$ cat config.mk
export PLATFORM = sky130hd
export DESIGN_NAME = servo_position_ctrl_flat
export DESIGN_NICKNAME = d
export VERILOG_FILES = /design/src/rtl/servo_position_ctrl_pkg.sv /design/src/rtl/servo_position_ctrl_if.sv /design/src/rtl/servo_position_ctrl_debounce.sv /design/src/rtl/servo_position_ctrl.sv /design/src/flat_wrapper.sv
export SDC_FILE = /design/constraint.sdc
export NUM_CORES = 1
export LEC_CHECK = 0
export ABC_CLOCK_PERIOD_IN_PS = 4180
export CAP_MARGIN = 0
export CORE_AREA = 2 2 85 87
export DETAILED_ROUTE_END_ITERATION = 7
export DIE_AREA = 0 0 87 89
export PLACE_DENSITY = 0.87
export SLEW_MARGIN = 15
export SYNTH_ARGS = -nofsm -noshare
export SYNTH_HDL_FRONTEND = slang
export SYNTH_SLANG_ARGS = --single-unit
$ cat constraint.sdc
create_clock -name i_clk -period 4.18 [get_ports i_clk]
set_input_delay 0.627 -clock i_clk [delete_from_list [all_inputs] [get_ports i_clk]]
set_output_delay 0.627 -clock i_clk [all_outputs]
set_load 0.02 [all_outputs]
$ cat src/rtl/servo_position_ctrl_pkg.sv
// Shared widths, defaults, debouncer state encoding and the saturating
// target-step helper for the servo position controller.
package servo_pkg;

   localparam int DUTY_W       = 8;
   localparam int DUTY_MIN_DEF = 0;
   localparam int DUTY_MAX_DEF = 255;
   localparam int STEP_DEF     = 10;

   typedef enum logic [1:0] {
      DB_IDLE         = 2'd0,
      DB_PRESS_WAIT   = 2'd1,
      DB_HELD         = 2'd2,
      DB_RELEASE_WAIT = 2'd3
   } db_state_t;

   // Up/down by step with clamping; simultaneous or absent presses keep cur.
   function automatic logic [DUTY_W-1:0] step_target(
      input logic [DUTY_W-1:0] cur,
      input logic              up,
      input logic              dn,
      input logic [DUTY_W:0]   step,
      input logic [DUTY_W:0]   lo,
      input logic [DUTY_W:0]   hi
   );
      logic [DUTY_W:0]        sum;
      logic signed [DUTY_W:0] diff;
      logic [DUTY_W-1:0]      res;
      sum  = {1'b0, cur} + step;
      diff = $signed({1'b0, cur}) - $signed(step);
      if (up && !dn) begin
         res = (sum > hi) ? hi[DUTY_W-1:0] : sum[DUTY_W-1:0];
      end else if (dn && !up) begin
         res = (diff < $signed(lo)) ? lo[DUTY_W-1:0] : diff[DUTY_W-1:0];
      end else begin
         res = cur;
      end
      return res;
   endfunction

endpackage

$ cat src/rtl/servo_position_ctrl_if.sv
// Button inputs and duty outputs of the servo position controller.
interface servo_position_ctrl_if;
   import servo_pkg::*;

   logic              btn_up;
   logic              btn_down;
   logic [DUTY_W-1:0] duty;
   logic              duty_upd;
   logic              at_target;

   modport master (output btn_up, btn_down, input duty, duty_upd, at_target);
   modport slave  (input btn_up, btn_down, output duty, duty_upd, at_target);

endinterface

$ cat src/rtl/servo_position_ctrl_debounce.sv
// Active-low button synchronizer and debouncer; pulses once per accepted press.
module btn_debounce
   import servo_pkg::*;
#(
   parameter int DEBOUNCE_TICKS = 270000
) (
   input  logic i_clk,
   input  logic i_rst,
   input  logic i_btn_n,
   output logic o_press
);

   localparam int               CNT_W    = (DEBOUNCE_TICKS > 1) ? $clog2(DEBOUNCE_TICKS) : 1;
   localparam logic [CNT_W-1:0] CNT_LAST = CNT_W'(DEBOUNCE_TICKS - 1);

   logic [1:0]       r_sync;
   db_state_t        r_state;
   db_state_t        w_state_nxt;
   logic [CNT_W-1:0] r_cnt;
   logic [CNT_W-1:0] w_cnt_nxt;
   logic             w_level;
   logic             w_press;

   assign w_level = ~r_sync[1];
   assign o_press = w_press;

   // Two-flop synchronizer; resets to the released (high) level.
   always_ff @(posedge i_clk) begin
      if (i_rst) begin
         r_sync <= 2'b11;
      end else begin
         r_sync <= {r_sync[0], i_btn_n};
      end
   end

   always_ff @(posedge i_clk) begin
      if (i_rst) begin
         r_state <= DB_IDLE;
         r_cnt   <= '0;
      end else begin
         r_state <= w_state_nxt;
         r_cnt   <= w_cnt_nxt;
      end
   end

   always_comb begin
      w_state_nxt = r_state;
      w_cnt_nxt   = '0;
      w_press     = 1'b0;
      case (r_state)
         DB_IDLE: begin
            if (w_level) w_state_nxt = DB_PRESS_WAIT;
            else         w_state_nxt = DB_IDLE;
         end
         DB_PRESS_WAIT: begin
            if (!w_level) begin
               w_state_nxt = DB_IDLE;
            end else if (r_cnt == CNT_LAST) begin
               w_state_nxt = DB_HELD;
               w_press     = 1'b1;
            end else begin
               w_cnt_nxt = r_cnt + 1'b1;
            end
         end
         DB_HELD: begin
            if (!w_level) w_state_nxt = DB_RELEASE_WAIT;
            else          w_state_nxt = DB_HELD;
         end
         DB_RELEASE_WAIT: begin
            if (w_level) begin
               w_state_nxt = DB_HELD;
            end else if (r_cnt == CNT_LAST) begin
               w_state_nxt = DB_IDLE;
            end else begin
               w_cnt_nxt = r_cnt + 1'b1;
            end
         end
         default: begin
            w_state_nxt = DB_IDLE;
         end
      endcase
   end

endmodule

$ cat src/rtl/servo_position_ctrl.sv
// Servo position controller: debounced up/down buttons set a target and the
// PWM compare value ramps toward it one LSB per ramp period.
module servo_position_ctrl
   import servo_pkg::*;
#(
   parameter int CLK_HZ         = 27000000,
   parameter int DEBOUNCE_TICKS = 270000,
   parameter int RAMP_TICKS     = 27000,
   parameter int STEP           = STEP_DEF,
   parameter int DUTY_MIN       = DUTY_MIN_DEF,
   parameter int DUTY_MAX       = DUTY_MAX_DEF,
   parameter int DUTY_INIT      = 0
) (
   input  logic                  i_clk,
   input  logic                  i_rst,
   servo_position_ctrl_if.slave  io_bus
);

   localparam int                RAMP_W    = (RAMP_TICKS > 1) ? $clog2(RAMP_TICKS) : 1;
   localparam logic [RAMP_W-1:0] RAMP_LAST = RAMP_W'(RAMP_TICKS - 1);
   localparam int                DW1       = DUTY_W + 1;
   localparam logic [DUTY_W-1:0] INIT_V    = DUTY_W'(DUTY_INIT);
   localparam logic [DUTY_W:0]   STEP_V    = DW1'(STEP);
   localparam logic [DUTY_W:0]   MIN_V     = DW1'(DUTY_MIN);
   localparam logic [DUTY_W:0]   MAX_V     = DW1'(DUTY_MAX);

   if (CLK_HZ <= 0 || RAMP_TICKS < 1 || DEBOUNCE_TICKS < 1) begin : g_param_check
      $error("servo_position_ctrl: clock, ramp and debounce parameters must be positive");
   end

   logic              w_press_up;
   logic              w_press_dn;
   logic              w_wrap;
   logic [RAMP_W-1:0] r_ramp_cnt;
   logic [DUTY_W-1:0] r_target;
   logic [DUTY_W-1:0] r_duty;
   logic              r_duty_upd;

   btn_debounce #(.DEBOUNCE_TICKS(DEBOUNCE_TICKS)) u_db_up (
      .i_clk   (i_clk),
      .i_rst   (i_rst),
      .i_btn_n (io_bus.btn_up),
      .o_press (w_press_up)
   );

   btn_debounce #(.DEBOUNCE_TICKS(DEBOUNCE_TICKS)) u_db_dn (
      .i_clk   (i_clk),
      .i_rst   (i_rst),
      .i_btn_n (io_bus.btn_down),
      .o_press (w_press_dn)
   );

   assign w_wrap = (r_ramp_cnt == RAMP_LAST);

   // Free-running ramp counter; target changes never restart it.
   always_ff @(posedge i_clk) begin
      if (i_rst) begin
         r_ramp_cnt <= '0;
      end else if (w_wrap) begin
         r_ramp_cnt <= '0;
      end else begin
         r_ramp_cnt <= r_ramp_cnt + 1'b1;
      end
   end

   always_ff @(posedge i_clk) begin
      if (i_rst) begin
         r_target <= INIT_V;
      end else begin
         r_target <= step_target(r_target, w_press_up, w_press_dn, STEP_V, MIN_V, MAX_V);
      end
   end

   // duty_upd is registered alongside duty so it flags the new value.
   always_ff @(posedge i_clk) begin
      if (i_rst) begin
         r_duty     <= INIT_V;
         r_duty_upd <= 1'b0;
      end else if (w_wrap && (r_duty != r_target)) begin
         r_duty     <= (r_duty < r_target) ? (r_duty + 1'b1) : (r_duty - 1'b1);
         r_duty_upd <= 1'b1;
      end else begin
         r_duty_upd <= 1'b0;
      end
   end

   assign io_bus.duty      = r_duty;
   assign io_bus.duty_upd  = r_duty_upd;
   assign io_bus.at_target = (r_duty == r_target);

endmodule

$ cat src/flat_wrapper.sv
// flat-port wrapper written by rule: the top's interface ports become plain ports
module servo_position_ctrl_flat import servo_pkg::*;
#(
   parameter int CLK_HZ         = 27000000,
   parameter int DEBOUNCE_TICKS = 270000,
   parameter int RAMP_TICKS     = 27000,
   parameter int STEP           = STEP_DEF,
   parameter int DUTY_MIN       = DUTY_MIN_DEF,
   parameter int DUTY_MAX       = DUTY_MAX_DEF,
   parameter int DUTY_INIT      = 0
)
  (i_clk, i_rst, io_bus_btn_up, io_bus_btn_down, io_bus_duty, io_bus_duty_upd, io_bus_at_target);
  servo_position_ctrl_if io_bus_i ();
  input  logic i_clk;
  input  logic i_rst;
  input wire logic [$bits(io_bus_i.btn_up)-1:0] io_bus_btn_up;
  input wire logic [$bits(io_bus_i.btn_down)-1:0] io_bus_btn_down;
  output wire logic [$bits(io_bus_i.duty)-1:0] io_bus_duty;
  output wire logic [$bits(io_bus_i.duty_upd)-1:0] io_bus_duty_upd;
  output wire logic [$bits(io_bus_i.at_target)-1:0] io_bus_at_target;
  assign io_bus_i.btn_up = io_bus_btn_up;
  assign io_bus_i.btn_down = io_bus_btn_down;
  assign io_bus_duty = io_bus_i.duty;
  assign io_bus_duty_upd = io_bus_i.duty_upd;
  assign io_bus_at_target = io_bus_i.at_target;
  servo_position_ctrl #(.CLK_HZ(CLK_HZ), .DEBOUNCE_TICKS(DEBOUNCE_TICKS), .RAMP_TICKS(RAMP_TICKS), .STEP(STEP), .DUTY_MIN(DUTY_MIN), .DUTY_MAX(DUTY_MAX), .DUTY_INIT(DUTY_INIT)) u_core (.i_clk(i_clk), .i_rst(i_rst), .io_bus(io_bus_i));
endmodule
==> impl_metrics.toml, run 1 <==
[floorplanning]
die_h_um = 89
dieArea_mm2 = 0.00774
core.rowCount = 30
core_area_mm2 = 0.00672
num_io_pins = 14
die-width_um = 87
start_util = 0.600

[place]
dpl.hpwl_um = 5520
io_buffers = 13
placed_cells = 535
gp_congestion = 0.910

[grt]
grt_pass1_vias = 3112
grt_start_max_net_pins = 28
antenna_found_initial = 0
grt_pass1_wl_um = 13700
grt_usage = 0.222
grt_overflow = 0

[cts]
cts_htree_levels = 3
clk_latency_ns = 0.35
cts_inserted_buffers = 9
clockBufferDepth = 2
cts_resized = 0
post-cts-setup-buffers = 0
cts.clk_slew.worst_paths_ns = 0.09
numClockSinks = 78
cts_tree = "done"
holdBufCountCts = 0
cts_root_buf = "clkbuf_8"

[sta]
max_slew_margin = 0.572
layout_min_cycle_time_ns = 3.65
fin_skew_ns = 0.00875
hold_viol = 0
finalCritPeriodShare = 0.874
drv_slew = 0
hold_slack_ns = 0.427
setup_violations = 0
timing.fmax_mhz = 274
rsz0062_at_grt = "no"
worstMarginPinSlew_ns = 0.637
fin_tns_setup_ns = 0

[pwr]
powerDensity_mw_per_mm2 = 297
p_leak_nw = 1.53
ir_drop_uv = 235
power_w = 0.00131

[routing]
first_pass_iters = 4
drt_first_iter_violations = 156
wl_um = 7840
drc = 0
vias = 3196
postRouteAntennaNets = 0
post_drt_wl_per_cell_um = 14.2
vias_per_cell = 5.80

[yosys]
synthCells = 453
synth_top_cell_area_share = 0.388
ys_ff_latch = 78
ys_seq_area_frac = 0.388
synth_cell_types = 61
synthesis.nets = 479
synth_area_per_cell_um2 = 8.89
synth-edff-count = 0
yosysTopAreaCell = "dfxtp_1"
netlist_area_mm2 = 0.00403
ys_top_cells_by_area = "dfxtp_1, nor2_1, ha_1, xnor2_1, xor2_1"
synth_ff_type = "dfxtp_1"
async_flop_share = 0
yosys_warnings = 0

[setup_path]
path_delay_family = "compound AO/OA/AOI/OAI gates"
endpoint_kind = "flip-flop"
cp_max_fo = 8
path_class = "reg2reg"
r2r_end = "u_core.io_bus.duty[7]"
critPathBufInv = 1
cp.depth = 13
start_kind = "flip-flop"
setup.worst_path.end = "u_core.io_bus.duty[7]"
r2r_cells = 13
worstPathCellList = "inv_1, ha_1, nor2b_1, o211ai_1, a21oi_1, a211o_1, ha_1, o21ai_0, o21ai_0, a31o_1, or3_1, mux2i_1, mux2_1"
cp_data_arrival_time_ns = 3.90
r2r_start = "u_core.r_target[1]"
cp_slowest_cell = "dfxtp_1"
cp_slowest_stage_delay_ns = 0.46
startpoint = "u_core.r_target[1]"
worst_ep_required_time_ns = 4.43
r2r_setup_slack_ns = 0.53

[run]
cap_violations = 0

[layout]
syn2layout_area_growth_pct = 9.07
drive_above_1_share = 0.0913
final_cells = 551
final_nets = 492
antenna_cells = 0

[min_path]
hold_path.class = "reg2reg"
hold_start = "u_core.u_db_dn.r_sync[0]"

[status]
status = "finished, final reports clean"
[cells in the mapped netlist (2+ instances only)]
cell	instances
a211oi_1	3
a21o_1	3
a21oi_1	15
a221oi_1	3
a221oi_2	6
and2_1	2
and3_1	7
and4_2	2
buf_2	4
clkbuf_1	6
dfxtp_1	78
ha_1	21
inv_1	17
mux2i_1	5
nand2_1	32
nand3_1	19
nand4_1	14
nor2_1	77
nor2b_1	3
nor3_1	14
nor4_1	2
o21a_1	2
o21ai_0	10
o21ai_1	2
o21bai_1	2
or2_1	2
or2_2	5
or3_1	6
xnor2_1	30
xor2_1	30
[power breakdown]
part	switching, W	internal, W	total (W)
combinational	0.0000108	0.00000759	0.0000184
sequential	0.00000308	0.000747	0.000750
clock	0.000308	0.000230	0.000538
[final cells by class]
cell class | instances | area [um^2]
multi-input combinational | 345 | 2340
fill | 522 | 2320
inverter | 18 | 67.6
clock inverter | 7 | 65.1
tap | 80 | 100
sequential | 78 | 1560
timing repair buffer | 14 | 138
clock buffer | 9 | 124
[worst reg2reg max path, cell delays in order, from the launching register on]
cell,delay (ns)
dfxtp_1,0.46
inv_1,0.17
ha_1,0.31
nor2b_1,0.13
o211ai_1,0.16
a21oi_1,0.08
a211o_1,0.41
ha_1,0.38
o21ai_0,0.24
o21ai_0,0.14
a31o_1,0.24
or3_1,0.31
mux2i_1,0.17
mux2_1,0.33
[state kept, by name (all words and copies together), names as in the netlist, named ones only]
name                    count
u_core.u_db_dn.r_sync       2
u_core.r_target             8
u_core.io_bus.duty_upd      1
u_core.io_bus.duty          8
u_core.u_db_up.r_state      1
u_core.u_db_up.r_sync       2
u_core.u_db_dn.r_cnt       19
u_core.r_ramp_cnt          15
u_core.u_db_up.r_cnt       19
u_core.u_db_dn.r_state      1
[metrics by stage]
step / utilization / cell area, um^2 / setup slack, ns
after global routing: 0.654 / 4390 / 0.332
after CTS: 0.654 / 4390 / 0.541
after global placement: 0.626 / 4210 / 0.736
after detailed placement: 0.626 / 4210 / 0.551
final: 0.654 / 4390 / 0.528
after floorplan: - / 4030 / 0.856
[placed cells by master (no fill, tap or decap), types with 2 or more instances in the layout]
cell / n
a211oi_1: 3
a21o_1: 3
a21oi_1: 15
a221oi_1: 3
a221oi_2: 6
and2_1: 2
and3_1: 7
and4_2: 2
clkbuf_8: 9
clkdlybuf4s50_1: 13
clkinv_4: 2
dfxtp_1: 78
ha_1: 21
inv_1: 17
inv_6: 2
inv_8: 2
mux2i_1: 5
nand2_1: 32
nand3_1: 19
nand4_1: 14
nor2_1: 77
nor2b_1: 3
nor3_1: 14
nor4_1: 2
o21a_1: 2
o21ai_0: 10
o21ai_1: 2
o21bai_1: 2
or2_1: 2
or2_2: 5
or3_1: 6
xnor2_1: 30
xor2_1: 30
[metal layers]
metal / part of all wire / track usage / vias to the layer above
li1: - / - / 1589
met1: 0.45 / 0.261 / 1528
met2: 0.50 / 0.391 / 59
met3: 0.027 / 0.0416 / 20
met4: 0.022 / 0.105 / 0
met5: 0 / 0 / -
[worst min path at each step]
stage / endpoint / slack [ns] / cells after the start
after global placement: u_core.u_db_dn.r_sync[1] / 0.39 / 1
after CTS: u_core.u_db_dn.r_sync[1] / 0.43 / 1
after floorplan: u_core.u_db_dn.r_sync[1] / 0.39 / 1
final: u_core.u_db_dn.r_sync[1] / 0.43 / 1
after global routing: u_core.u_db_dn.r_sync[1] / 0.44 / 1
after detailed placement: u_core.u_db_dn.r_sync[1] / 0.40 / 1
[cells by family (layout without fill, tap and decap cells)]
kind of cell / Yosys count / after routing / share of synthesized area
AO/OA/AOI/OAI: 58 / 58 / 0.114
XOR/XNOR: 61 / 61 / 0.134
adder cells (fa/ha/maj): 22 / 22 / 0.0702
buffers and inverters: 30 / 48 / 0.0320
flip-flops: 78 / 78 / 0.388
multiplexers: 6 / 6 / 0.0152
AND/OR/NAND/NOR: 198 / 198 / 0.246
Power figures use the tool's default switching activity.
==> inputs of run 2 (changes only) <==
--- a/config.mk
+++ b/config.mk
@@ -5,9 +5,9 @@
 export SDC_FILE = /design/constraint.sdc
 export NUM_CORES = 1
 export LEC_CHECK = 0
-export ABC_CLOCK_PERIOD_IN_PS = 4180
 export CAP_MARGIN = 0
 export CORE_AREA = 2 2 85 87
+export CTS_CLUSTER_DIAMETER = 150
 export DETAILED_ROUTE_END_ITERATION = 7
 export DIE_AREA = 0 0 87 89
 export PLACE_DENSITY = 0.87
==> results of run 2 <==
Final layout, timing and power as in run 1 (identical DEF).
==> inputs of run 3 (changes only) <==
--- a/config.mk
+++ b/config.mk
@@ -5,7 +5,6 @@
 export SDC_FILE = /design/constraint.sdc
 export NUM_CORES = 1
 export LEC_CHECK = 0
-export CAP_MARGIN = 0
 export CORE_AREA = 2 2 85 87
 export CTS_CLUSTER_DIAMETER = 150
 export DETAILED_ROUTE_END_ITERATION = 7
==> results of run 3 <==
Final layout, timing and power as in run 1 (identical DEF).
